**config.mk**
```make
export PLATFORM = sky130hd
export DESIGN_NAME = gray_updown_counter
export DESIGN_NICKNAME = d
export VERILOG_FILES = /design/src/rtl/gray_updown_counter.sv
export SDC_FILE = /design/constraint.sdc
export NUM_CORES = 1
export LEC_CHECK = 0
export CORE_AREA = 2 2 39 41
export DETAILED_ROUTE_END_ITERATION = 16
export DIE_AREA = 0 0 41 43
export PLACE_DENSITY = 0.81
export SYNTH_ARGS = -nofsm -noshare
export SYNTH_HDL_FRONTEND = slang
export SYNTH_SLANG_ARGS = --single-unit
export TNS_END_PERCENT = 100
```
**constraint.sdc**
```tcl
create_clock -name CLK -period 3.61 [get_ports CLK]
set_clock_uncertainty 0.05 [all_clocks]
set_input_delay 1.083 -clock CLK [delete_from_list [all_inputs] [get_ports CLK]]
set_output_delay 1.083 -clock CLK [all_outputs]
set_load 0.02 [all_outputs]
```
**src/rtl/gray_updown_counter.sv**
```systemverilog
`default_nettype none
// ---------------------------------------------------------------------------
// Module  : gray_updown_counter
// Brief   : WIDTH-bit Gray up/down counter with clear, preset, load, wrap/saturate
// Rev     : 1.0  initial release
// ---------------------------------------------------------------------------
module gray_updown_counter #(
  parameter int               WIDTH  = 4,
  parameter logic [WIDTH-1:0] PRESET = {WIDTH{1'b1}},
  parameter bit               WRAP   = 1'b1
) (
  input  logic             CLK,
  input  logic             CD,
  input  logic [WIDTH-1:0] D,
  input  logic             LD,
  input  logic             EN,
  input  logic             PS,
  input  logic             UP,
  output logic [WIDTH-1:0] Q,
  output logic [WIDTH-1:0] QB,
  output logic             TC
);

  // Binary bit i is the XOR of all Gray bits from the MSB down to i.
  function automatic logic [WIDTH-1:0] f_gray2bin(input logic [WIDTH-1:0] g);
    logic [WIDTH-1:0] b;
    for (int i = 0; i < WIDTH; i++) begin
      b[i] = ^(g >> i);
    end
    return b;
  endfunction

  localparam logic [WIDTH-1:0] C_MAX        = {WIDTH{1'b1}};
  localparam logic [WIDTH-1:0] C_PRESET_BIN = f_gray2bin(PRESET);

  logic [WIDTH-1:0] r_b;
  logic [WIDTH-1:0] r_q;
  logic [WIDTH-1:0] w_next;
  logic             w_at_top;
  logic             w_at_bot;

  assign w_at_top = (r_b == C_MAX);
  assign w_at_bot = (r_b == '0);

  always_comb begin
    w_next = r_b;
    if (CD) begin
      w_next = '0;
    end else if (PS) begin
      w_next = C_PRESET_BIN;
    end else if (LD) begin
      w_next = f_gray2bin(D);
    end else if (EN) begin
      if (UP) begin
        if (!(w_at_top && !WRAP)) w_next = r_b + 1'b1;
      end else begin
        if (!(w_at_bot && !WRAP)) w_next = r_b - 1'b1;
      end
    end
  end

  // Q is encoded from the next binary value so both outputs leave flops together.
  always_ff @(posedge CLK) begin
    if (CD) begin
      r_b <= '0;
      r_q <= '0;
    end else begin
      r_b <= w_next;
      r_q <= w_next ^ (w_next >> 1);
    end
  end

  assign Q  = r_q;
  assign QB = r_b;
  assign TC = EN & (UP ? w_at_top : w_at_bot);

endmodule
`default_nettype wire
```
==> reports/metrics.cfg <==
[global_routing]
grt_max_degree=11
overall_global_routing_resource_usage=0.1737
first_global_vias=523
grt_antenna_before_repair=0
grt-ovfl-total=0
grt_pass1_wl_mm=2.097

[place]
globalplace.congestion=0.7036
placedInstanceArea_um2=754.5
numPortBuffers=18
preCtsSetupSlack_ns=-0.5279
placed_cells=97
dp.final_hpwl_um=895

[yosys]
synth_compound_gate_area_share=0.1464
synth_unique_cells=28
gate_count_of_the_mapped_netlist=63
synth.yosys.seq_area_share=0.2523
postSynthNetCount=76
largest_family_of_logic_cells_by_synthesized_area=simple AND/OR/NAND/NOR gates
synthMuxAreaShare=0.03604
synthesis.area_per_instance_um2=8.818
synthSimpleGateAreaFrac=0.2387
synth_adder_area_share=0.08108
xor_xnor_portion_of_the_synthesized_cell_area=0.1689
yosysWarnings=0
synthesis.area_um2=555.5
synth-seq-cells=7

[timing]
finalWorstPathRequiredPeriod_ns=3.480
finalHoldViolCount=0
maxClockFrequency_mhz=287.4
final-setup-viol-count=0
worst_pin_slew_ns=0.3239
unrepaired_setup_endpoints_after_global_routing=no
maxSlewHeadroom=0.7825
timing.final.crit_share=0.9639
worst_slack_ns=0.1302
pins_over_their_slew_limit=0

[worst_setup_path]
crit_path_max_fanout=2
crit_path_leading_delay_family=simple AND/OR/NAND/NOR gates
worstPathBufferInverterCount=2
crit_path_cell_trace=dlygate4sd2_1 -> or4_2 -> o21ai_1 -> and2_1 -> buf_6
max_stage_delay_ns=0.64
crit_type=input pin to output pin
worstSetupStartpointType=input pin
worstSetupEndpointType=output pin
crit_slowest_cell=sky130_fd_sc_hd__or4_2
timing.critical_path.required_ns=2.48
worstPathArrival_ns=2.35

[power]
leakage_power_uw=0.0003377
power-per-cell-area_mw_per_mm2=338.2
peakVddDrop_mv=0.2221

[run_status]
run_status=finished clean

[cells_and_area]
most-common-layout-cells=sky130_fd_sc_hd__clkdlybuf4s50_1 (16), sky130_fd_sc_hd__dfxtp_1 (7), sky130_fd_sc_hd__nor2_1 (6), sky130_fd_sc_hd__xnor2_1 (5)
layout_commonest_cell=sky130_fd_sc_hd__clkdlybuf4s50_1
final_cell_count_no_fill=101
register_area_um2=140.1
final_net_count=99
fillers=121
n_antenna_cell=0
flow.area_growth_from_synthesis_pct=40.54
fin_area_um2=780.7
drive_gt1_frac=0.1412
multi_input_comb_area_um2=372.9

[detailed_routing]
vias_per_cell=5.069
dr_total_vias=512
drt_first_iter_violations=9
routed_wl_mm=1.164
route.detailed.drc=0
drt.antenna.violating_nets=0
drt_pre_antenna_iters=4
post_drt_wl_per_cell_um=11.52

[clocking]
clockRootBuffer=sky130_fd_sc_hd__clkbuf_4
htree_num_levels=1
tritoncts_buffers=3
cts_tree=built
clk_pin_slew_ns=0.05
clkLatencyLatePin_ns=0.25
cts_num_sinks=7
cts.hold.buffers_added=0
clock_tree.buffer_depth=2

[floorplan]
total_i_o_pin_count=19
initial_utilization=0.4014
fp.coreArea_mm2=0.001384
fp-row-count=14
die_h_um=43
die-area_mm2=0.001763
die-width_um=41

[run]
max_cap_violations=0

[min_path]
min_path_type=register to register

[cells in the mapped netlist]
cell | count | area (um2)
sky130_fd_sc_hd__dfxtp_1 | 7 | 140.1
sky130_fd_sc_hd__nor2_1 | 6 | 22.52
sky130_fd_sc_hd__xnor2_1 | 5 | 43.79
sky130_fd_sc_hd__nand3_1 | 4 | 20.02
sky130_fd_sc_hd__a211oi_1 | 3 | 22.52
sky130_fd_sc_hd__a21oi_1 | 3 | 15.01
sky130_fd_sc_hd__and3_1 | 3 | 18.77
sky130_fd_sc_hd__inv_1 | 3 | 11.26
sky130_fd_sc_hd__xor2_1 | 3 | 26.28
sky130_fd_sc_hd__buf_4 | 2 | 15.01
sky130_fd_sc_hd__ha_1 | 2 | 25.02
sky130_fd_sc_hd__mux2i_1 | 2 | 20.02
sky130_fd_sc_hd__nand2_1 | 2 | 7.510
sky130_fd_sc_hd__nor3_1 | 2 | 10.01
sky130_fd_sc_hd__nor3b_1 | 2 | 15.01
sky130_fd_sc_hd__o21ai_0 | 2 | 10.01
sky130_fd_sc_hd__a211oi_2 | 1 | 12.51
sky130_fd_sc_hd__a221oi_2 | 1 | 15.01
sky130_fd_sc_hd__a31oi_1 | 1 | 6.260
sky130_fd_sc_hd__and2_1 | 1 | 6.260
sky130_fd_sc_hd__and3_2 | 1 | 7.510
sky130_fd_sc_hd__buf_2 | 1 | 5.000
sky130_fd_sc_hd__buf_6 | 1 | 11.26
sky130_fd_sc_hd__fa_1 | 1 | 20.02
sky130_fd_sc_hd__nor2b_1 | 1 | 6.260
sky130_fd_sc_hd__or4_2 | 1 | 8.760
sky130_fd_sc_hd__or4b_1 | 1 | 10.01
sky130_fd_sc_hd__xor3_1 | 1 | 23.77
[registers in the layout, summed over array words and instances (netlist names)]
register and count:
QB 4, Q 3
[kinds of logic after synthesis]
family	Yosys count
adder cells (fa/ha/maj)	3
flip-flops	7
AND/OR/NAND/NOR	24
multiplexers	2
XOR/XNOR	9
buffers and inverters	7
AO/OA/AOI/OAI	11
[path summary, 6_finish.rpt]
kind                                       start          endpoint  slack, ns  cells past startpoint
worst max register to register  QB[2]$_SDFF_PP0_   Q[2]$_SDFF_PP0_       1.51                      6
worst min register to register  QB[0]$_SDFF_PP0_  QB[0]$_SDFF_PP0_       0.78                      3
worst min-delay path            QB[0]$_SDFF_PP0_  QB[0]$_SDFF_PP0_       0.78                      3
worst max-delay path                          UP                TC       0.13                      5
[where the power goes]
part | total (uW) | switching, uW | internal [uW] | leakage (uW)
logic | 100 | 46.5 | 53.8 | 0.000264
registers | 92.1 | 7.12 | 84.9 | 0.0000584
clock network | 71.7 | 29.5 | 42.2 | 0.0000150
[layer usage]
layer	global-route usage	vias up	share of wire
met5	0	-	0
met4	0.06000	0	0.0069
met3	0.04712	2	0.055
met2	0.2844	15	0.52
met1	0.2066	231	0.42
li1	-	264	-
[worst reg2reg max path, delay by kind of cell, from the launching register on]
family | cells | cell delay, ns
and+or+nand+nor | 2 | 0.67
DFF | 1 | 0.40
AOI/OAI and AO/OA | 2 | 0.50
adders and majority gates | 1 | 0.27
xor gates and xnor gates | 1 | 0.12
[final cells by class]
cell class | count | share of cell area
tap | 16 | 0.02564
sequential | 7 | 0.1795
multi-input combinational | 49 | 0.4776
inverter | 3 | 0.01442
timing repair buffer | 22 | 0.2692
clock buffer | 4 | 0.03365
[stage by stage]
step	utilization	setup TNS, ns	power, uW	hold WS, ns
final	0.5642	0	264.1	0.7786
after global routing	0.5642	0	288.1	0.8625
after floorplan	-	0	154.6	0.7721
after CTS	0.5642	0	268.4	0.7826
after detailed placement	0.5452	-0.5279	193.7	0.7634
after global placement	0.5452	-0.5261	192.1	0.7645
[what timing repair did]
item	CTS	global route
gates resized for setup	8	0
endpoints found under the setup margin	1	0
setup buffers	0	0
Note: power is estimated with default switching activity, not from simulation.
